--- config.mk ---
export PLATFORM = sky130hd
export DESIGN_NAME = result_buffer
export DESIGN_NICKNAME = d
export VERILOG_FILES = /design/src/rtl/calculator_pkg.sv /design/src/rtl/result_buffer.sv
export SDC_FILE = /design/constraint.sdc
export NUM_CORES = 1
export LEC_CHECK = 0
export ABC_AREA = 1
export CORE_MARGIN = 3
export CORE_UTILIZATION = 50
export DETAILED_ROUTE_END_ITERATION = 8
export GPL_TIMING_DRIVEN = 0
export PLACE_DENSITY = 0.84
export REMOVE_ABC_BUFFERS = 1
export SLEW_MARGIN = 20
export SYNTH_ARGS = -nofsm -noshare
export SYNTH_HDL_FRONTEND = slang
export SYNTH_SLANG_ARGS = --single-unit
--- constraint.sdc ---
create_clock -name clk_i -period 3.2 [get_ports clk_i]
set_clock_uncertainty 0.15 [all_clocks]
set_input_delay 0.64 -clock clk_i [delete_from_list [all_inputs] [get_ports clk_i]]
set_output_delay 0.64 -clock clk_i [all_outputs]
set_load 0.1 [all_outputs]
--- src/rtl/calculator_pkg.sv ---
// Shared types and sizing constants for the calculator datapath.
package calculator_pkg;

  localparam int DATA_W        = 32;
  localparam int MEM_WORD_SIZE = 64;
  localparam int ADDR_W        = 9;

  // Top-level controller sequencing.
  typedef enum logic [1:0] {
    C_IDLE,
    C_LOAD,
    C_ADD,
    C_STORE
  } ctrl_state_t;

  // Result buffer: pack two results, write one SRAM line, repeat.
  typedef enum logic [2:0] {
    B_IDLE,
    B_LOW,
    B_HIGH,
    B_WRITE,
    B_DONE
  } buf_state_t;

endpackage

--- src/rtl/result_buffer.sv ---
// Packs pairs of adder results into SRAM words and writes them to a
// contiguous (wrapping) address range, with early close via flush_i.
//
// Handshake: a result moves when result_valid_i && result_ready_o on a rising
// edge. result_ready_o is a pure function of state (high only in B_LOW and
// B_HIGH), so it never depends on result_valid_i; the producer may hold
// result_valid_i and result_i stable until accepted.
module result_buffer
  import calculator_pkg::*;
#(
  parameter int DATA_W        = calculator_pkg::DATA_W,
  parameter int MEM_WORD_SIZE = calculator_pkg::MEM_WORD_SIZE,
  parameter int ADDR_W        = calculator_pkg::ADDR_W
) (
  input  logic                     clk_i,
  input  logic                     rst_i,
  input  logic                     start_i,
  input  logic [ADDR_W-1:0]        base_addr_i,
  input  logic [ADDR_W-1:0]        end_addr_i,
  input  logic                     result_valid_i,
  input  logic [DATA_W-1:0]        result_i,
  output logic                     result_ready_o,
  input  logic                     flush_i,
  output logic                     wr_en_o,
  output logic [ADDR_W-1:0]        wr_addr_o,
  output logic [MEM_WORD_SIZE-1:0] wr_data_o,
  output logic                     busy_o,
  output logic                     done_o,
  output buf_state_t               state_o
);

  // Packing assumes exactly two results per memory word.
  if (MEM_WORD_SIZE != 2 * DATA_W) begin : g_width_check
    $error("result_buffer: MEM_WORD_SIZE must equal 2*DATA_W");
  end

  buf_state_t        state_q;
  logic [ADDR_W-1:0] addr_q;
  logic [ADDR_W-1:0] end_q;
  logic [DATA_W-1:0] low_q;
  logic [DATA_W-1:0] high_q;
  logic [DATA_W-1:0] low_d;
  logic [DATA_W-1:0] high_d;
  logic              flush_pending_q;
  logic              xfer;

  assign result_ready_o = (state_q == B_LOW) || (state_q == B_HIGH);
  assign busy_o         = (state_q != B_IDLE);
  assign xfer           = result_valid_i && result_ready_o;
  assign state_o        = state_q;

  // Next values of the two half registers; a flush zero-fills the high half.
  always_comb begin
    low_d  = low_q;
    high_d = high_q;
    if (state_q == B_LOW && xfer) begin
      low_d = result_i;
      if (flush_i) high_d = '0;
    end
    if (state_q == B_HIGH) begin
      if (xfer)         high_d = result_i;
      else if (flush_i) high_d = '0;
    end
  end

  // Buffer FSM with registered write port and done pulse.
  always_ff @(posedge clk_i) begin
    if (rst_i) begin
      state_q         <= B_IDLE;
      addr_q          <= '0;
      end_q           <= '0;
      low_q           <= '0;
      high_q          <= '0;
      flush_pending_q <= 1'b0;
      wr_en_o         <= 1'b0;
      wr_addr_o       <= '0;
      wr_data_o       <= '0;
      done_o          <= 1'b0;
    end else begin
      wr_en_o <= 1'b0;
      done_o  <= 1'b0;
      low_q   <= low_d;
      high_q  <= high_d;
      case (state_q)
        B_IDLE: begin
          if (start_i) begin
            state_q         <= B_LOW;
            addr_q          <= base_addr_i;
            end_q           <= end_addr_i;
            flush_pending_q <= 1'b0;
          end
        end
        B_LOW: begin
          if (xfer && flush_i) begin
            // Accept the result, then write it as a partial word.
            flush_pending_q <= 1'b1;
            state_q         <= B_WRITE;
            wr_en_o         <= 1'b1;
            wr_addr_o       <= addr_q;
            wr_data_o       <= MEM_WORD_SIZE'({high_d, low_d});
          end else if (xfer) begin
            state_q <= B_HIGH;
          end else if (flush_i) begin
            state_q <= B_DONE;
            done_o  <= 1'b1;
          end
        end
        B_HIGH: begin
          if (xfer || flush_i) begin
            if (flush_i) flush_pending_q <= 1'b1;
            state_q   <= B_WRITE;
            wr_en_o   <= 1'b1;
            wr_addr_o <= addr_q;
            wr_data_o <= MEM_WORD_SIZE'({high_d, low_d});
          end
        end
        B_WRITE: begin
          if (addr_q == end_q || flush_pending_q) begin
            state_q <= B_DONE;
            done_o  <= 1'b1;
          end else begin
            addr_q  <= addr_q + ADDR_W'(1);
            state_q <= B_LOW;
          end
        end
        B_DONE: begin
          state_q <= B_IDLE;
        end
        default: begin
          state_q <= B_IDLE;
        end
      endcase
    end
  end

endmodule

==> summary.md <==
| Metric | Value |
|---|---|
| Ys Warns | `0` |
| Actual slew at the worst max-slew pin | `1.05 ns` |
| Routed Antenna Nets | `0` |
| Placed cell area | `7810 µm²` |
| Ranking of synthesized cells by area | `dfxtp_1 50%, o21ai_0 10%, nor2_1 6.8%` |
| Max Slew Vio Count | `0` |
| Pin count of the biggest net entering global routing | `145` |
| CP max-delay cell | `nor2_4` |
| Min-Delay Path Depth | `2` |
| RePlAce Congestion | `0.869` |
| Synth Cell Area | `6460 µm²` |
| CP cell instances | `clkdlybuf4s50_1 > nand3_2 > nor2_4 > inv_2 > nand2_8 > o21ai_0 > nor2_1` |
| Pwr dens | `719 nW/µm²` |
| CTS tree | `done` |
| Critical R2R Launch | `state_o[2]` |
| Vias in the first global route | `5465` |
| Post-CTS setup buffers | `0` |
| CP startpoint kind | `primary input` |
| Commonest non-fill, non-tap cell in the layout | `dfxtp_1` |
| Total Routed Length | `16900 µm` |
| Met2 usage | `0.358` |
| Cell variety after synth | `33` |
| Worst Hold Class | `flop to flop` |
| First-pass GRT wire length | `26300 µm` |
| Hold Fails Final Rpt | `0` |
| Final nets | `993` |
| Outcome | `complete, no violations` |
| WL per Instance | `15.1 µm` |
| Share of cells above drive strength 1 | `0.0800` |
| Largest area contributor in the netlist | `dfxtp_1` |
| Cell area after layout | `8410 µm²` |
| FP Rows | `40` |
| Area growth, synth to finish | `30.2%` |
| CP Data Arrival Time | `3.17 ns` |
| Worst vdd ir | `0.000485 V` |
| Post-synthesis sequential area ratio | `0.499` |
| Root buffer cell | `clkbuf_16` |
| Core area | `12300 µm²` |
| Worst-path fanout max | `72` |
| Clock buffer count from CTS | `17` |
| Drc violations | `0` |
| Clock latency on the worst-skew pair | `0.42 ns` |
| Initial antenna violation count | `0` |
| Starting density of the core | `0.525` |
| Slew headroom | `0.297` |
| Iter 0 DRT Violations | `629` |
| Synth Area per Inst | `7.75 µm²` |
| Total global-route track usage | `0.225` |
| Hold Slack | `0.323 ns` |
| Via density | `5.27` |
| CP Class | `primary input to flop` |
| PortBufs | `134` |
| Clock sinks | `161` |
| Clock Path Buffers | `2` |
| M1 GR Usage | `0.287` |
| Filler instances | `1008` |
| Fmax | `338 MHz` |
| Die Y | `120 µm` |
| GR Overflow Total | `0` |
| Reg2Reg Setup Slack | `0.52 ns` |
| CP delay by family, top | `simple AND/OR/NAND/NOR gates` |
| H-tree level count | `4` |
| Worst setup EP type | `flop` |
| Post-DP HPWL | `9760 µm` |
| Final worst-path cycle share | `0.925` |
| Worst Hold Launch | `end_q[6]` |
| Grt met3 use | `0.0792` |
| Final number of setup-violating endpoints | `0` |
| RSZ-0062 raised after global routing | `false` |
| Die width | `120 µm` |
| Mapped Cells | `834` |
| Most frequent cells in the layout | `161 x dfxtp_1, 133 x o21ai_0, 131 x clkdlybuf4s50_1` |
| Ant diodes | `0` |
| Buf+Inv Stages, Crit Path | `2` |
| Final TNS setup | `0 ns` |
| Layer with the highest usage | `met2` |
| Worst Path Required | `3.41 ns` |
| CP peak stage delay | `0.64 ns` |
| Overall via count from detail_route | `5897` |
| Die Area | `14300 µm²` |
| DP Worst Slack | `-0.460 ns` |
| Top-Level Pins | `135` |
| Drt pass-1 iters | `7` |
| Reg-to-Reg End | `wr_addr_o[1]` |
| #FFs+latches synth | `161` |
| CTS clk-pin slew, worst paths | `0.06 ns` |
| Worst Setup Slack, final | `0.240 ns` |
| Post-synth top area share | `0.499` |
| Tmin final | `2.96 ns` |
| R2R depth | `7` |
| Hold EP | `end_q[6]` |
| Maximum capacitance violations | `0` |
| P_leak | `3.30 nW` |
## cells in the mapped netlist (all sizes together)
master,count
nor3,3
a211oi,20
mux2i,1
clkbuf,24
inv,91
clkinv,1
a21oi,69
or2,1
nand3b,1
nand3,19
dfxtp,161
o21ai,135
nor2,122
xor2,3
xnor2,4
ha,1
o21bai,1
o22ai,31
buf,30
nand2,116
## worst min-delay path: stages, from the launching register on
cell and delay (ns):
dfxtp_1 0.31, inv_1 0.06, a21oi_1 0.05
## report_power, final
group	switching [mW]	internal (mW)
combinational	1.34	0.422
sequential	0.0971	2.19
clock	0.836	1.16
## cells by family after synthesis
| kind of cell | share of synthesized area |
|---|---|
| adders and majority gates | 0.00194 |
| DFF | 0.499 |
| and+or+nand+nor | 0.165 |
| buffers and inverters | 0.0939 |
| xor gates and xnor gates | 0.00949 |
| muxes | 0.00155 |
| AOI/OAI and AO/OA | 0.229 |
## through the flow
step / power, mW / util / instances
2_1_floorplan: 3.60 / - / 780
3_3_place_gp: 4.05 / 0.629 / 1082
3_5_place_dp: 4.07 / 0.634 / 1084
4_1_cts: 6.06 / 0.682 / 1117
5_1_grt: 6.27 / 0.683 / 1118
6_report: 6.05 / 0.683 / 1118
## state kept, by name, indices dropped and copies added (netlist names), 3 cells and up
signal     flops
low_q         32
high_q        32
end_q          9
wr_addr_o      9
addr_q         9
wr_data_o     64
state_o        3
## area by class of cell
class | instances | area [µm²] | area share
clock buffer | 17 | 425 | 0.0506
sequential | 161 | 3220 | 0.383
tap | 168 | 210 | 0.0250
multi-input combinational | 529 | 2670 | 0.317
clock inverter | 15 | 158 | 0.0187
timing repair buffer | 136 | 1380 | 0.164
inverter | 92 | 347 | 0.0412
## per-layer routing
| layer | wire length (µm) | vias to the layer above |
|---|---|---|
| met5 | 0 | - |
| met4 | 221 | 0 |
| met3 | 1300 | 20 |
| met2 | 7870 | 196 |
| met1 | 7470 | 2751 |
| li1 | - | 2930 |
## worst max path at each step
stage               depth (start not counted)              to            from  slack (ns)
global placement                            4        end_q[4]           rst_i       -4.54
global route                                7   wr_data_o[25]  result_valid_i        0.12
finish                                      7    wr_addr_o[1]  result_valid_i        0.24
detailed placement                          8   wr_data_o[61]  result_valid_i       -0.46
floorplan                                   7   wr_data_o[61]      state_o[1]       -0.47
CTS                                         4  result_ready_o      state_o[2]        0.02
## repair_timing
action / CTS / global route
cloned: 1 / 1
gates resized for setup: 3 / 2
pin swaps: 1 / 0
hold buffers: 0 / 0
endpoints found under the setup margin: 5 / 68
(Power assumes the default switching activity.)
